--- src/rtl/inst_sram_axi_rd_bridge_if.sv ---
// Bus bundles used by the instruction-side read bridge.
//
// inst_sram_if : SRAM-like instruction fetch port.
//   master = fetch stage (drives req/wr/size/wstrb/addr/wdata)
//   slave  = bridge (returns addr_ok/data_ok/rdata and the AR ID in use)
//
// axi_rd_if : AXI4 read-address and read-data channels.
//   master = bridge (drives AR channel and rready)
//   slave  = interconnect (drives arready and the R channel)

interface inst_sram_if;
    logic        inst_sram_req;
    logic        inst_sram_wr;
    logic [1:0]  inst_sram_size;
    logic [3:0]  inst_sram_wstrb;
    logic [31:0] inst_sram_addr;
    logic [31:0] inst_sram_wdata;
    logic        inst_sram_addr_ok;
    logic        inst_sram_data_ok;
    logic [31:0] inst_sram_rdata;
    logic [3:0]  axi_arid;

    modport master (
        output inst_sram_req, inst_sram_wr, inst_sram_size, inst_sram_wstrb,
               inst_sram_addr, inst_sram_wdata,
        input  inst_sram_addr_ok, inst_sram_data_ok, inst_sram_rdata, axi_arid
    );

    modport slave (
        input  inst_sram_req, inst_sram_wr, inst_sram_size, inst_sram_wstrb,
               inst_sram_addr, inst_sram_wdata,
        output inst_sram_addr_ok, inst_sram_data_ok, inst_sram_rdata, axi_arid
    );
endinterface

interface axi_rd_if;
    logic [3:0]  arid;
    logic [31:0] araddr;
    logic [7:0]  arlen;
    logic [2:0]  arsize;
    logic [1:0]  arburst;
    logic [1:0]  arlock;
    logic [3:0]  arcache;
    logic [2:0]  arprot;
    logic        arvalid;
    logic        arready;
    logic [3:0]  rid;
    logic [31:0] rdata;
    logic [1:0]  rresp;
    logic        rlast;
    logic        rvalid;
    logic        rready;

    modport master (
        output arid, araddr, arlen, arsize, arburst, arlock, arcache, arprot,
               arvalid, rready,
        input  arready, rid, rdata, rresp, rlast, rvalid
    );

    modport slave (
        input  arid, araddr, arlen, arsize, arburst, arlock, arcache, arprot,
               arvalid, rready,
        output arready, rid, rdata, rresp, rlast, rvalid
    );
endinterface

--- src/rtl/inst_sram_axi_rd_bridge.sv ---
// Instruction-side SRAM-like to AXI4 read bridge.
//
// Every read request accepted from the fetch stage becomes one single-beat
// AXI read. Up to MAX_OUTST reads may be in flight; since one fixed ID is
// used, R data returns in order and is handed back as a one-cycle
// data_ok pulse with the registered data.
//
// Ports:
//   clk    : clock
//   resetn : synchronous, active-low reset
//   sram   : SRAM-like fetch port (slave side)
//   axi    : AXI4 AR/R channels (master side)
//
// Parameters:
//   MAX_OUTST : accepted-but-not-returned read limit, 1..3
//   ARID_VAL  : constant AXI ID used for instruction reads

module inst_sram_axi_rd_bridge #(
    parameter int unsigned MAX_OUTST = 2,
    parameter logic [3:0]  ARID_VAL  = 4'h0
) (
    input  logic        clk,
    input  logic        resetn,
    inst_sram_if.slave  sram,
    axi_rd_if.master    axi
);

    localparam logic [1:0] MAX_CNT = 2'(MAX_OUTST);

    typedef enum logic {
        AR_IDLE,
        AR_SEND
    } ar_state_t;

    ar_state_t   state;
    ar_state_t   state_next;
    logic [1:0]  cnt;
    logic [1:0]  cnt_next;
    logic        addr_ok;
    logic        r_hs;
    logic [31:0] araddr_q;
    logic [1:0]  arsize_q;
    logic        data_ok_q;
    logic [31:0] rdata_q;

    // Inputs that carry no meaning for an instruction read bridge.
    logic unused_inputs;
    assign unused_inputs = ^{sram.inst_sram_wstrb, sram.inst_sram_wdata,
                             axi.rid, axi.rresp, axi.rlast};

    // R is only accepted while something is outstanding; a stray beat with
    // nothing in flight is left untouched.
    assign axi.rready = (cnt != 2'd0);
    assign r_hs       = axi.rvalid & axi.rready;

    // Next-state logic for the AR channel. A request is only accepted while
    // no address is pending on AR and the outstanding window has room.
    always_comb begin
        state_next = state;
        addr_ok    = 1'b0;
        case (state)
            AR_IDLE: begin
                addr_ok = sram.inst_sram_req & ~sram.inst_sram_wr & (cnt < MAX_CNT);
                if (addr_ok) begin
                    state_next = AR_SEND;
                end
            end
            AR_SEND: begin
                if (axi.arready) begin
                    state_next = AR_IDLE;
                end
            end
            default: state_next = AR_IDLE;
        endcase
    end

    // Outstanding-read counter: accept and return in the same cycle cancel.
    always_comb begin
        cnt_next = cnt;
        case ({addr_ok, r_hs})
            2'b10:   cnt_next = cnt + 2'd1;
            2'b01:   cnt_next = cnt - 2'd1;
            default: cnt_next = cnt;
        endcase
    end

    // State, counter and the latched AR fields. Address and size are only
    // captured on acceptance so they stay stable while AR waits for arready.
    always_ff @(posedge clk) begin
        if (!resetn) begin
            state    <= AR_IDLE;
            cnt      <= 2'd0;
            araddr_q <= 32'd0;
            arsize_q <= 2'd0;
        end else begin
            state <= state_next;
            cnt   <= cnt_next;
            if (addr_ok) begin
                araddr_q <= sram.inst_sram_addr;
                arsize_q <= sram.inst_sram_size;
            end
        end
    end

    // Returned data is registered, so data_ok follows the R handshake by
    // one cycle and back-to-back beats give back-to-back pulses.
    always_ff @(posedge clk) begin
        if (!resetn) begin
            data_ok_q <= 1'b0;
            rdata_q   <= 32'd0;
        end else begin
            data_ok_q <= r_hs;
            if (r_hs) begin
                rdata_q <= axi.rdata;
            end
        end
    end

    assign sram.inst_sram_addr_ok = addr_ok;
    assign sram.inst_sram_data_ok = data_ok_q;
    assign sram.inst_sram_rdata   = rdata_q;
    assign sram.axi_arid          = ARID_VAL;

    // arvalid is a decode of the registered state, so it rises the cycle
    // after acceptance and drops the cycle after the AR handshake.
    assign axi.arvalid = (state == AR_SEND);
    assign axi.arid    = ARID_VAL;
    assign axi.araddr  = araddr_q;
    assign axi.arlen   = 8'd0;
    assign axi.arsize  = {1'b0, arsize_q};
    assign axi.arburst = 2'b01;
    assign axi.arlock  = 2'b00;
    assign axi.arcache = 4'b0000;
    assign axi.arprot  = 3'b000;

endmodule

--- src/flat_wrapper.sv ---
// flat-port wrapper written by rule: the top's interface ports become plain ports
module inst_sram_axi_rd_bridge_flat 
#(
    parameter int unsigned MAX_OUTST = 2,
    parameter logic [3:0]  ARID_VAL  = 4'h0
)
  (clk, resetn, sram_inst_sram_req, sram_inst_sram_wr, sram_inst_sram_size, sram_inst_sram_wstrb, sram_inst_sram_addr, sram_inst_sram_wdata, sram_inst_sram_addr_ok, sram_inst_sram_data_ok, sram_inst_sram_rdata, sram_axi_arid, axi_arid, axi_araddr, axi_arlen, axi_arsize, axi_arburst, axi_arlock, axi_arcache, axi_arprot, axi_arvalid, axi_rready, axi_arready, axi_rid, axi_rdata, axi_rresp, axi_rlast, axi_rvalid);
  inst_sram_if sram_i ();
  axi_rd_if axi_i ();
  input  logic clk;
  input  logic resetn;
  input wire logic [$bits(sram_i.inst_sram_req)-1:0] sram_inst_sram_req;
  input wire logic [$bits(sram_i.inst_sram_wr)-1:0] sram_inst_sram_wr;
  input wire logic [$bits(sram_i.inst_sram_size)-1:0] sram_inst_sram_size;
  input wire logic [$bits(sram_i.inst_sram_wstrb)-1:0] sram_inst_sram_wstrb;
  input wire logic [$bits(sram_i.inst_sram_addr)-1:0] sram_inst_sram_addr;
  input wire logic [$bits(sram_i.inst_sram_wdata)-1:0] sram_inst_sram_wdata;
  output wire logic [$bits(sram_i.inst_sram_addr_ok)-1:0] sram_inst_sram_addr_ok;
  output wire logic [$bits(sram_i.inst_sram_data_ok)-1:0] sram_inst_sram_data_ok;
  output wire logic [$bits(sram_i.inst_sram_rdata)-1:0] sram_inst_sram_rdata;
  output wire logic [$bits(sram_i.axi_arid)-1:0] sram_axi_arid;
  output wire logic [$bits(axi_i.arid)-1:0] axi_arid;
  output wire logic [$bits(axi_i.araddr)-1:0] axi_araddr;
  output wire logic [$bits(axi_i.arlen)-1:0] axi_arlen;
  output wire logic [$bits(axi_i.arsize)-1:0] axi_arsize;
  output wire logic [$bits(axi_i.arburst)-1:0] axi_arburst;
  output wire logic [$bits(axi_i.arlock)-1:0] axi_arlock;
  output wire logic [$bits(axi_i.arcache)-1:0] axi_arcache;
  output wire logic [$bits(axi_i.arprot)-1:0] axi_arprot;
  output wire logic [$bits(axi_i.arvalid)-1:0] axi_arvalid;
  output wire logic [$bits(axi_i.rready)-1:0] axi_rready;
  input wire logic [$bits(axi_i.arready)-1:0] axi_arready;
  input wire logic [$bits(axi_i.rid)-1:0] axi_rid;
  input wire logic [$bits(axi_i.rdata)-1:0] axi_rdata;
  input wire logic [$bits(axi_i.rresp)-1:0] axi_rresp;
  input wire logic [$bits(axi_i.rlast)-1:0] axi_rlast;
  input wire logic [$bits(axi_i.rvalid)-1:0] axi_rvalid;
  assign sram_i.inst_sram_req = sram_inst_sram_req;
  assign sram_i.inst_sram_wr = sram_inst_sram_wr;
  assign sram_i.inst_sram_size = sram_inst_sram_size;
  assign sram_i.inst_sram_wstrb = sram_inst_sram_wstrb;
  assign sram_i.inst_sram_addr = sram_inst_sram_addr;
  assign sram_i.inst_sram_wdata = sram_inst_sram_wdata;
  assign sram_inst_sram_addr_ok = sram_i.inst_sram_addr_ok;
  assign sram_inst_sram_data_ok = sram_i.inst_sram_data_ok;
  assign sram_inst_sram_rdata = sram_i.inst_sram_rdata;
  assign sram_axi_arid = sram_i.axi_arid;
  assign axi_arid = axi_i.arid;
  assign axi_araddr = axi_i.araddr;
  assign axi_arlen = axi_i.arlen;
  assign axi_arsize = axi_i.arsize;
  assign axi_arburst = axi_i.arburst;
  assign axi_arlock = axi_i.arlock;
  assign axi_arcache = axi_i.arcache;
  assign axi_arprot = axi_i.arprot;
  assign axi_arvalid = axi_i.arvalid;
  assign axi_rready = axi_i.rready;
  assign axi_i.arready = axi_arready;
  assign axi_i.rid = axi_rid;
  assign axi_i.rdata = axi_rdata;
  assign axi_i.rresp = axi_rresp;
  assign axi_i.rlast = axi_rlast;
  assign axi_i.rvalid = axi_rvalid;
  inst_sram_axi_rd_bridge #(.MAX_OUTST(MAX_OUTST), .ARID_VAL(ARID_VAL)) u_core (.clk(clk), .resetn(resetn), .sram(sram_i), .axi(axi_i));
endmodule
--- config.mk ---
export PLATFORM = sky130hd
export DESIGN_NAME = inst_sram_axi_rd_bridge_flat
export DESIGN_NICKNAME = d
export VERILOG_FILES = /design/src/rtl/inst_sram_axi_rd_bridge_if.sv /design/src/rtl/inst_sram_axi_rd_bridge.sv /design/src/flat_wrapper.sv
export SDC_FILE = /design/constraint.sdc
export NUM_CORES = 1
export LEC_CHECK = 0
export CORE_MARGIN = 1.5
export CORE_UTILIZATION = 31
export DETAILED_ROUTE_END_ITERATION = 12
export PLACE_DENSITY_LB_ADDON = 0.25
export SYNTH_ARGS = -nofsm -noshare
export SYNTH_HDL_FRONTEND = slang
export SYNTH_SLANG_ARGS = --single-unit
export TNS_END_PERCENT = 30
--- constraint.sdc ---
create_clock -name clk -period 2.1 [get_ports clk]
set_input_delay 0.21 -clock clk [delete_from_list [all_inputs] [get_ports clk]]
set_output_delay 0.21 -clock clk [all_outputs]
set_load 0.02 [all_outputs]
==> impl_results.md, run 1 <==
- Status: finished, final reports clean
- Yosys top cell area share: 49.7%
- Worst setup SP type: flop
- Clock buffer depth: 2
- Seq cells post-synth: 70
- Worst path max stage delay: around 0.6 ns
- Worst Reg2Reg Path Length in Cells: 4
- Fin. max-slew vios: 0
- Die Area: 9680 um^2
- Critical path arrival: 1.65 ns
- PostCTS Resize Cnt: 2
- WL final: 7.10 mm
- Cell taking the most area after synthesis: dfxtp_1
- Gr usage total: 15.3%
- H-tree levels: 3
- Largest net degree at the start of global routing: 35
- Layout Nets: a little under 600
- R2r setup slk: 0.30 ns
- Synth warnings: 0
- P per Cell Area: 903 nW/um^2
- DPL Wire Length: 5.01 mm
- Critical Path Source: u_core.cnt[1]
- Iter 0 DRT Violations: 80
- Period minus WS final: between 1.5 and 2 ns
- RSZ-0062 raised after global routing: no
- Diode count: 0
- Antenna violations before repair: 0
- Most frequent cells in the layout: clkdlybuf4s50_1 (139), nand2_1 (132), dfxtp_1 (70)
- Drt pass-1 iters: 4
- Detail Route Antenna Nets: 0
- Cell area after synthesis: 2820 um^2
- Cells after synthesis: 333
- Starting Density: between 30% and 40%
- Share of cells above drive strength 1: 6.09%
- GP Congestion: around 0.7
- Setup Viol. Count Final: 0
- CP max-delay cell: or4b_4
- Clk_lat worst skew: 0.33 ns
- Leak: 1.62 nW
- Syn Area/Cell: 8.47 um^2
- Reg-to-reg startpoint: u_core.cnt[1]
- CP Cell Sequence: or4b_4 -> clkinv_4 -> dlygate4sd2_1
- # DRC: 0
- Max-cap check violation count: 0
- Yosys cell types: 20
- Hold WS: a little over 0.3 ns
- Root Buffer: clkbuf_8
- VDD IR-drop max: 0.352 mV
- Final hold violation count: 0
- Vias/cell: 4.29
- First-pass GRT wire length: 12.0 mm
- Drt wl/cell: 12.2 um
- Class of the worst hold path: in -> reg
- Total power: 3.98 mW
- Area grow syn2layout: 56.3%
- Die height: 98.4 um
- Number of fillers in the final layout: roughly 840
- Ports: 213
- Peak fanout along the critical path: 4
- Clock sink count: 70
- DR vias: 2506
- Port bufs: 141
- Most common cell after layout, fill and taps aside: clkdlybuf4s50_1
- Seq/Total Area, Yosys: between 40% and 50%
- Dominant cells by area after synthesis: dfxtp_1 (50%), nand2_1 (18%), a21boi_0 (10%), a21boi_1 (7.7%), buf_4 (7.7%)
- Core box area: 8760 um^2
- CP Class: reg -> out
- Die X: 98.4 um
- CTS buffer count: 9
- Row count: 34
- Final period util: 88.6%
- CTS hold repair buffers: 0
- Hold_sp: resetn
- Req. time, crit path: 1.89 ns
- Critical Path End: sram_inst_sram_addr_ok
- Post-CTS Setup Bufs: 0
- Vias in the first global route: ~2500
- Skew final: 0.00779 ns
- Highest achievable clock rate: 538 MHz
- Clk slew on worst S/H paths: roughly 0.08 ns
- Element type at the critical path end: primary output
- GRT overflow: 0
- CTS tree: yes
- R2R Path End: u_core.cnt[1]
==> per-stage QoR <==
step	setup TNS (ns)	instance area (um^2)	setup slack, ns	utilization [%]	std cells
after floorplan	0	2920	0.0582	-	359
after global placement	-0.329	4220	-0.131	48.1	569
after detailed placement	-0.314	4220	-0.139	48.1	569
after CTS	0	4410	0.202	50.3	584
after global routing	0	4410	0.166	50.3	584
final	0	4410	0.240	50.3	584
==> critical path: cells and delay by family, from the launching register on <==
family | cells | cell delay, ns
and+or+nand+nor | 1 | 0.59
buffers and inverters | 2 | 0.41
DFF | 1 | 0.32
==> power breakdown <==
group | internal, mW | switching, mW | total (mW) | leakage, nW
clock network | 0.540 | 0.497 | 1.04 | 0.0911
registers | 1.51 | 0.0934 | 1.60 | 0.570
logic | 0.623 | 0.719 | 1.34 | 0.962
total | 2.67 | 1.31 | 3.98 | 1.62
==> synth_stat cells <==
library cell / instances
nand2_1: 132
dfxtp_1: 70
a21boi_0: 39
a21boi_1: 29
buf_4: 29
clkbuf_1: 15
buf_6: 3
and2_1: 2
conb_1: 2
xnor2_1: 2
buf_2: 1
clkinv_1: 1
clkinv_4: 1
ha_1: 1
nand2b_1: 1
o21ai_0: 1
o21ai_1: 1
or2_2: 1
or3_1: 1
or4b_1: 1
==> registers in the layout, indices dropped and copies added, names as in the netlist <==
register,count
u_core.sram.inst_sram_rdata,32
u_core.arsize_q,2
u_core.axi.araddr,32
u_core.cnt,2
u_core.sram.inst_sram_data_ok,1
u_core.axi.arvalid,1
==> logic make-up (layout without fill, tap and decap cells) <==
logic type	count (synthesis)	in the layout	share of synthesized area, %
flip-flops	70	70	49.7
XOR/XNOR	2	2	0.621
adder cells (fa/ha/maj)	1	1	0.443
AO/OA/AOI/OAI	70	70	18.4
other	2	28	0.266
buffers and inverters	50	167	11.5
AND/OR/NAND/NOR	138	138	19.0
==> worst min-delay path by stage <==
stage          slack (ns)  cells after the start               endpoint
2_1_floorplan        0.34                      2   u_core.axi.araddr[3]
3_3_place_gp         0.44                      2  u_core.axi.araddr[14]
3_5_place_dp         0.44                      2  u_core.axi.araddr[29]
4_1_cts              0.31                      2  u_core.axi.araddr[16]
5_1_grt              0.32                      2  u_core.axi.araddr[16]
6_report             0.31                      2  u_core.axi.araddr[16]
==> routing by layer <==
layer	vias up	wire length [um]	GRT usage [%]
li1	1276	-	-
met1	1134	3050	18.5
met2	91	3490	25.7
met3	5	502	4.80
met4	0	60	5.53
met5	-	0	0
==> layout make-up <==
type                    instances  area, um^2  area share, %
flip-flops and latches         70        1400           31.8
repair buffers                150        1470           33.4
clock inverters                 6        63.8           1.45
multi-input cells             239        1200           27.2
clock buffers                   9         124           2.81
well taps                     108         135           3.06
inverters                       2        12.5          0.284
(Power assumes the default switching activity.)
==> run 2, diff against run 1 <==
==> constraint.sdc (replaced) <==
create_clock -name clk -period 2.1 [get_ports clk]
set_input_delay 0.42 -clock clk [delete_from_list [all_inputs] [get_ports clk]]
set_output_delay 0.42 -clock clk [all_outputs]
set_load 0.02 [all_outputs]
==> impl_results.md, run 2 (synthesis gave the netlist of run 1 again) <==
- Clk pwr share: 26.8% (+0.8 points)
- Min-Delay Endpoint: u_core.axi.araddr[17]
- GRT overflow: 0 (unchanged)
- Starting Density: 32.2% (unchanged)
- Clk slew on worst S/H paths: 0.07 ns (about the same)
- Vias in the first global route: 2286 (-7.0%)
- GP Congestion: 0.761 (+9.3%)
- Layout Cells excl Fill: 584 (unchanged)
- Layout Nets: 587 (-0.17%)
- Largest net degree at the start of global routing: 44 (+26%)
- Placed Cells: 568 (-0.18%)
- R2R Path End: u_core.cnt[1]
- Share of cells above drive strength 1: 6.30% (+0.21 points)
- RSZ-0062 raised after global routing: no
- VDD IR-drop max: 0.454 mV (+29%)
- Period minus WS final: 2.02 ns (+0.164 ns)
- Seq pwr share: 39.6% (-0.7 points)
- P per Cell Area: 912 nW/um^2 (+0.98%)
- Detail Route Antenna Nets: 0 (unchanged)
- Class of the worst hold path: reg -> reg
- WL final: 7.09 mm (-0.11%)
- Root Buffer: clkbuf_8
- First-pass GRT wire length: 11.2 mm (-7.1%)
- Sw frac: 32.8% (-0.11 points)
- Max-cap check violation count: 0 (unchanged)
- Skew final: 0.0106 ns (+0.00283 ns)
- Final instance area: 4440 um^2 (+0.65%)
- Die height: 98.4 um (unchanged)
- Die X: 98.4 um (unchanged)
- Peak fanout along the critical path: 2 (-2)
- Element type at the critical path end: flop
- # DRC: 0 (unchanged)
- Highest achievable clock rate: 494 MHz (-8.1%)
- Critical path arrival: 2.28 ns (+0.63 ns)
- Final period util: 96.4% (+7.8 points)
- Logic pwr share: 33.6% (about the same)
- Worst setup SP type: input port
- Diode count: 0 (unchanged)
- NetSw: 1.33 mW (+1.3%)
- DPL Wire Length: 4.95 mm (-1.2%)
- Most common cell after layout, fill and taps aside: clkdlybuf4s50_1
- R2r setup slk: 0.22 ns (-0.08 ns)
- Reg-to-reg startpoint: u_core.cnt[1]
- Ports: 213 (unchanged)
- DR vias: 2525 (+0.76%)
- Clk_lat worst skew: 0.33 ns (about the same)
- Leak: 1.64 nW (+1.0%)
- CTS buffer count: 9 (unchanged)
- Drt wl/cell: 12.1 um (-0.11%)
- Core box area: 8760 um^2 (unchanged)
- Gr usage total: 14.5% (-0.85 points)
- Final hold violation count: 0 (unchanged)
- Post-CTS Setup Bufs: 0 (unchanged)
- Port bufs: 141 (unchanged)
- Req. time, crit path: 2.36 ns (+0.47 ns)
- Vias/cell: 4.32 (+0.76%)
- Fin. max-slew vios: 0 (unchanged)
- Setup Viol. Count Final: 0 (unchanged)
- CP Class: in -> reg
- Most frequent cells in the layout: clkdlybuf4s50_1 (138), nand2_1 (132), dfxtp_1 (70)
- Placed Instance Area: 4240 um^2 (+0.42%)
- Status: finished, final reports clean
- H-tree levels: 3 (unchanged)
- Worst Reg2Reg Path Length in Cells: 6 (+2)
- Hold_sp: u_core.axi.araddr[17]
- P_int: 2.72 mW (+1.8%)
- Worst Hold Depth: 2 (unchanged)
- Area grow syn2layout: 57.3%
- Drt pass-1 iters: 4 (unchanged)
- Clock sink count: 70 (unchanged)
- Total power: 4.05 mW (+1.6%)
- CTS tree: yes
- Number of fillers in the final layout: 864 (+2.6%)
- Clock buffer depth: 2 (unchanged)
- Antenna violations before repair: 0 (unchanged)
- Row count: 34 (unchanged)
- Die Area: 9680 um^2 (unchanged)
- Iter 0 DRT Violations: 69 (-14%)
==> run 2: power by group through the flow <==
stage / registers, mW / logic (mW) / clock network (mW)
CTS: 1.61 / 1.39 / 1.13
finish: 1.60 / 1.36 / 1.09
floorplan: 1.84 / 0.570 / 0
global placement: 1.63 / 1.36 / 0
detailed placement: 1.64 / 1.39 / 0
global route: 1.63 / 1.48 / 1.20
==> run 2: layout make-up <==
cell class / count / area [um^2] / share of cell area (%)
Clock buffer: 11 / 141 / 3.19
Clock inverter: 5 / 58.8 / 1.33
Inverter: 2 / 12.5 / 0.282
Tap cell: 108 / 135 / 3.04
Timing Repair Buffer: 149 / 1480 / 33.3
Multi-Input combinational cell: 239 / 1210 / 27.3
Sequential cell: 70 / 1400 / 31.6
==> run 2: timing repair <==
action,4_1_cts,5_1_grt
resized for setup,5,1
hold buffers,0,0
endpoints found under the setup margin,1,1
==> run 2: metrics by stage <==
stage | util [%] | setup TNS, ns | hold slack, ns | setup WS [ns]
after floorplan | - | 0 | 0.480 | 0.0530
after global placement | 48.3 | -2.52 | 0.440 | -0.397
after detailed placement | 48.3 | -2.82 | 0.444 | -0.396
after CTS | 50.6 | 0 | 0.454 | 0.00679
after global routing | 50.6 | 0 | 0.470 | 0.00719
final | 50.6 | 0 | 0.452 | 0.0764
==> run 2: worst max-delay path by stage <==
stage	from	to	cells after the start	slack, ns
6_report	sram_inst_sram_wr	u_core.cnt[1]	7	0.08
5_1_grt	sram_inst_sram_wr	u_core.cnt[1]	7	0.007
4_1_cts	u_core.cnt[1]	axi_rready	3	0.007
3_5_place_dp	sram_inst_sram_wr	sram_inst_sram_addr_ok	4	-0.40
3_3_place_gp	sram_inst_sram_wr	sram_inst_sram_addr_ok	4	-0.40
2_1_floorplan	sram_inst_sram_wr	u_core.cnt[1]	6	0.05
==> run 2: per-layer routing <==
| layer | part of all wire [%] | track usage (%) |
|---|---|---|
| met1 | 42 | 16.5 |
| met2 | 50 | 24.6 |
| met3 | 7.7 | 6.37 |
| met4 | 1.0 | 3.90 |
| met5 | 0 | 0 |
==> run 2: worst max-delay path: stages <==
cell,delay (ns)
clkdlybuf4s50_1,0.40
or4b_4,0.55
buf_4,0.17
ha_4,0.15
xnor2_1,0.13
or3_1,0.30
a21boi_0,0.16
==> run 3, diff against run 2 <==
REMOVE_ABC_BUFFERS = 1   (was default)
==> impl_results.md, run 3 (synthesis gave the netlist of run 1 again) <==
- RSZ-0062 raised after global routing: no
- Placed Instance Area: 4230 um^2 (-0.12%)
- VDD IR-drop max: 0.492 mV (+8.3%)
- DR vias: 2545 (+0.79%)
- Vias in the first global route: 2453 (+7.3%)
- Logic pwr share: 34.6% (+1.0 points)
- Die Area: 9680 um^2 (unchanged)
- Clk slew on worst S/H paths: 0.07 ns (about the same)
- Detail Route Antenna Nets: 0 (unchanged)
- GRT overflow: 0 (unchanged)
- Skew final: 0.00656 ns (-0.00406 ns)
- Clk_lat worst skew: 0.33 ns (about the same)
- Clk pwr share: 24.6% (-2.2 points)
- Largest net degree at the start of global routing: 35 (-20%)
- Drt wl/cell: 11.9 um (-2.4%)
- Leak: 1.63 nW (-0.81%)
- Util after Layout: 50.4% (-0.24 points)
- # DRC: 0 (unchanged)
- Iter 0 DRT Violations: 69 (unchanged)
- DPL Wire Length: 4.86 mm (-1.8%)
- Core box area: 8760 um^2 (unchanged)
- CTS hold repair buffers: 0 (unchanged)
- Class of the worst hold path: reg -> reg
- WL final: 6.91 mm (-2.6%)
- GP Congestion: 0.668 (-12%)
- CTS tree: yes
- Clock sink count: 70 (unchanged)
- CTS buffer count: 9 (unchanged)
- Seq pwr share: 40.9% (+1.3 points)
- Die height: 98.4 um (unchanged)
- Reg area: 1400 um^2 (unchanged)
- Port bufs: 141 (unchanged)
- NetSw: 1.28 mW (-3.6%)
- Starting Density: 32.2% (unchanged)
- Most common cell after layout, fill and taps aside: clkdlybuf4s50_1
- P per Cell Area: 891 nW/um^2 (-2.3%)
- Fin. max-slew vios: 0 (unchanged)
- DP Worst Slack: -0.456 ns (-0.0598 ns)
- Share of cells above drive strength 1: 6.11% (-0.20 points)
- Hold WS: 0.450 ns (-0.00146 ns)
- Worst setup SP type: input port
- Vias/cell: 4.37 (+0.96%)
- Placed Cells: 569 (+0.18%)
- Period minus WS final: 2.05 ns (+0.0249 ns)
- Peak fanout along the critical path: 3 (+1)
- P_int: 2.66 mW (-2.4%)
- Layout Cells excl Fill: 583 (-0.17%)
- Critical path arrival: 1.63 ns (-0.65 ns)
- Clock buffer depth: 2 (unchanged)
- Root Buffer: clkbuf_8
- Ports: 213 (unchanged)
- Row count: 34 (unchanged)
- Most frequent cells in the layout: clkdlybuf4s50_1 (139), nand2_1 (132), dfxtp_1 (70)
- CP Class: in -> out
- First-pass GRT wire length: 11.4 mm (+1.5%)
- Gr usage total: 14.4% (-0.023 points)
- Number of fillers in the final layout: 840 (-2.8%)
- Final instance area: 4420 um^2 (-0.48%)
- Sw frac: 32.5% (-0.29 points)
- Final worst setup slack: 0.0515 ns (-0.0249 ns)
- H-tree levels: 3 (unchanged)
- Layout Nets: 588 (+0.17%)
- Req. time, crit path: 1.68 ns (-0.68 ns)
- Element type at the critical path end: primary output
- Final period util: 97.5% (+1.2 points)
- Final hold violation count: 0 (unchanged)
- Highest achievable clock rate: 488 MHz (-1.2%)
- Drt pass-1 iters: 4 (unchanged)
- Antenna violations before repair: 0 (unchanged)
- Max-cap check violation count: 0 (unchanged)
- Setup Viol. Count Final: 0 (unchanged)
- Status: finished, final reports clean
- Diode count: 0 (unchanged)
- Die X: 98.4 um (unchanged)
- Multi-input logic area: 1210 um^2 (unchanged)
- Area grow syn2layout: 56.5%
-- run 3: what timing repair did --
action                                  CTS  global route
pin swaps                                 0             2
endpoints found under the setup margin    2             2
resized for setup                         5             2
endpoints found under the hold margin     0             0
setup buffers                             0             0
-- run 3: cell type report --
cell class / instances / share of cell area, %
multi-input cells: 239 / 27.5
repair buffers: 150 / 33.5
well taps: 108 / 3.06
clock buffers: 13 / 3.82
clock inverters: 1 / 0.113
inverters: 2 / 0.283
flip-flops and latches: 70 / 31.7
-- run 3: power groups by stage --
stage / Clock [mW] / Sequential, mW / Combinational (mW)
finish: 0.967 / 1.61 / 1.36
floorplan: 0 / 1.84 / 0.460
detailed placement: 0 / 1.64 / 1.36
global placement: 0 / 1.63 / 1.35
global route: 1.07 / 1.63 / 1.49
CTS: 1.01 / 1.61 / 1.37
-- run 3: path summary, 6_finish.rpt --
check | start | endpoint | slack, ns | cells past startpoint
max reg2reg | u_core.cnt[1] | u_core.cnt[1] | 0.27 | 6
min reg2reg | u_core.axi.araddr[15] | u_core.axi.araddr[15] | 0.45 | 2
min | u_core.axi.araddr[15] | u_core.axi.araddr[15] | 0.45 | 2
max | sram_inst_sram_wr | sram_inst_sram_addr_ok | 0.05 | 4
-- run 3: metrics by stage --
| step | power [mW] | setup TNS (ns) |
|---|---|---|
| after floorplan | 2.30 | -28.89 |
| after CTS | 3.99 | 0 |
| after global placement | 2.98 | -2.51 |
| final | 3.94 | 0 |
| after global routing | 4.19 | 0 |
| after detailed placement | 3.00 | -2.98 |
-- run 3: critical path: stages --
cell             delay (ns)
clkdlybuf4s50_1        0.40
or4b_4                 0.57
clkinv_4               0.07
buf_2                  0.16
-- run 3: layer usage --
metal | vias up | wire [um] | global-route usage, %
met1 | 1131 | 3060 | 17.4
met2 | 135 | 2920 | 21.8
met4 | 0 | 58 | 5.85
li1 | 1273 | - | -
met5 | - | 0 | 0
met3 | 6 | 872 | 7.30
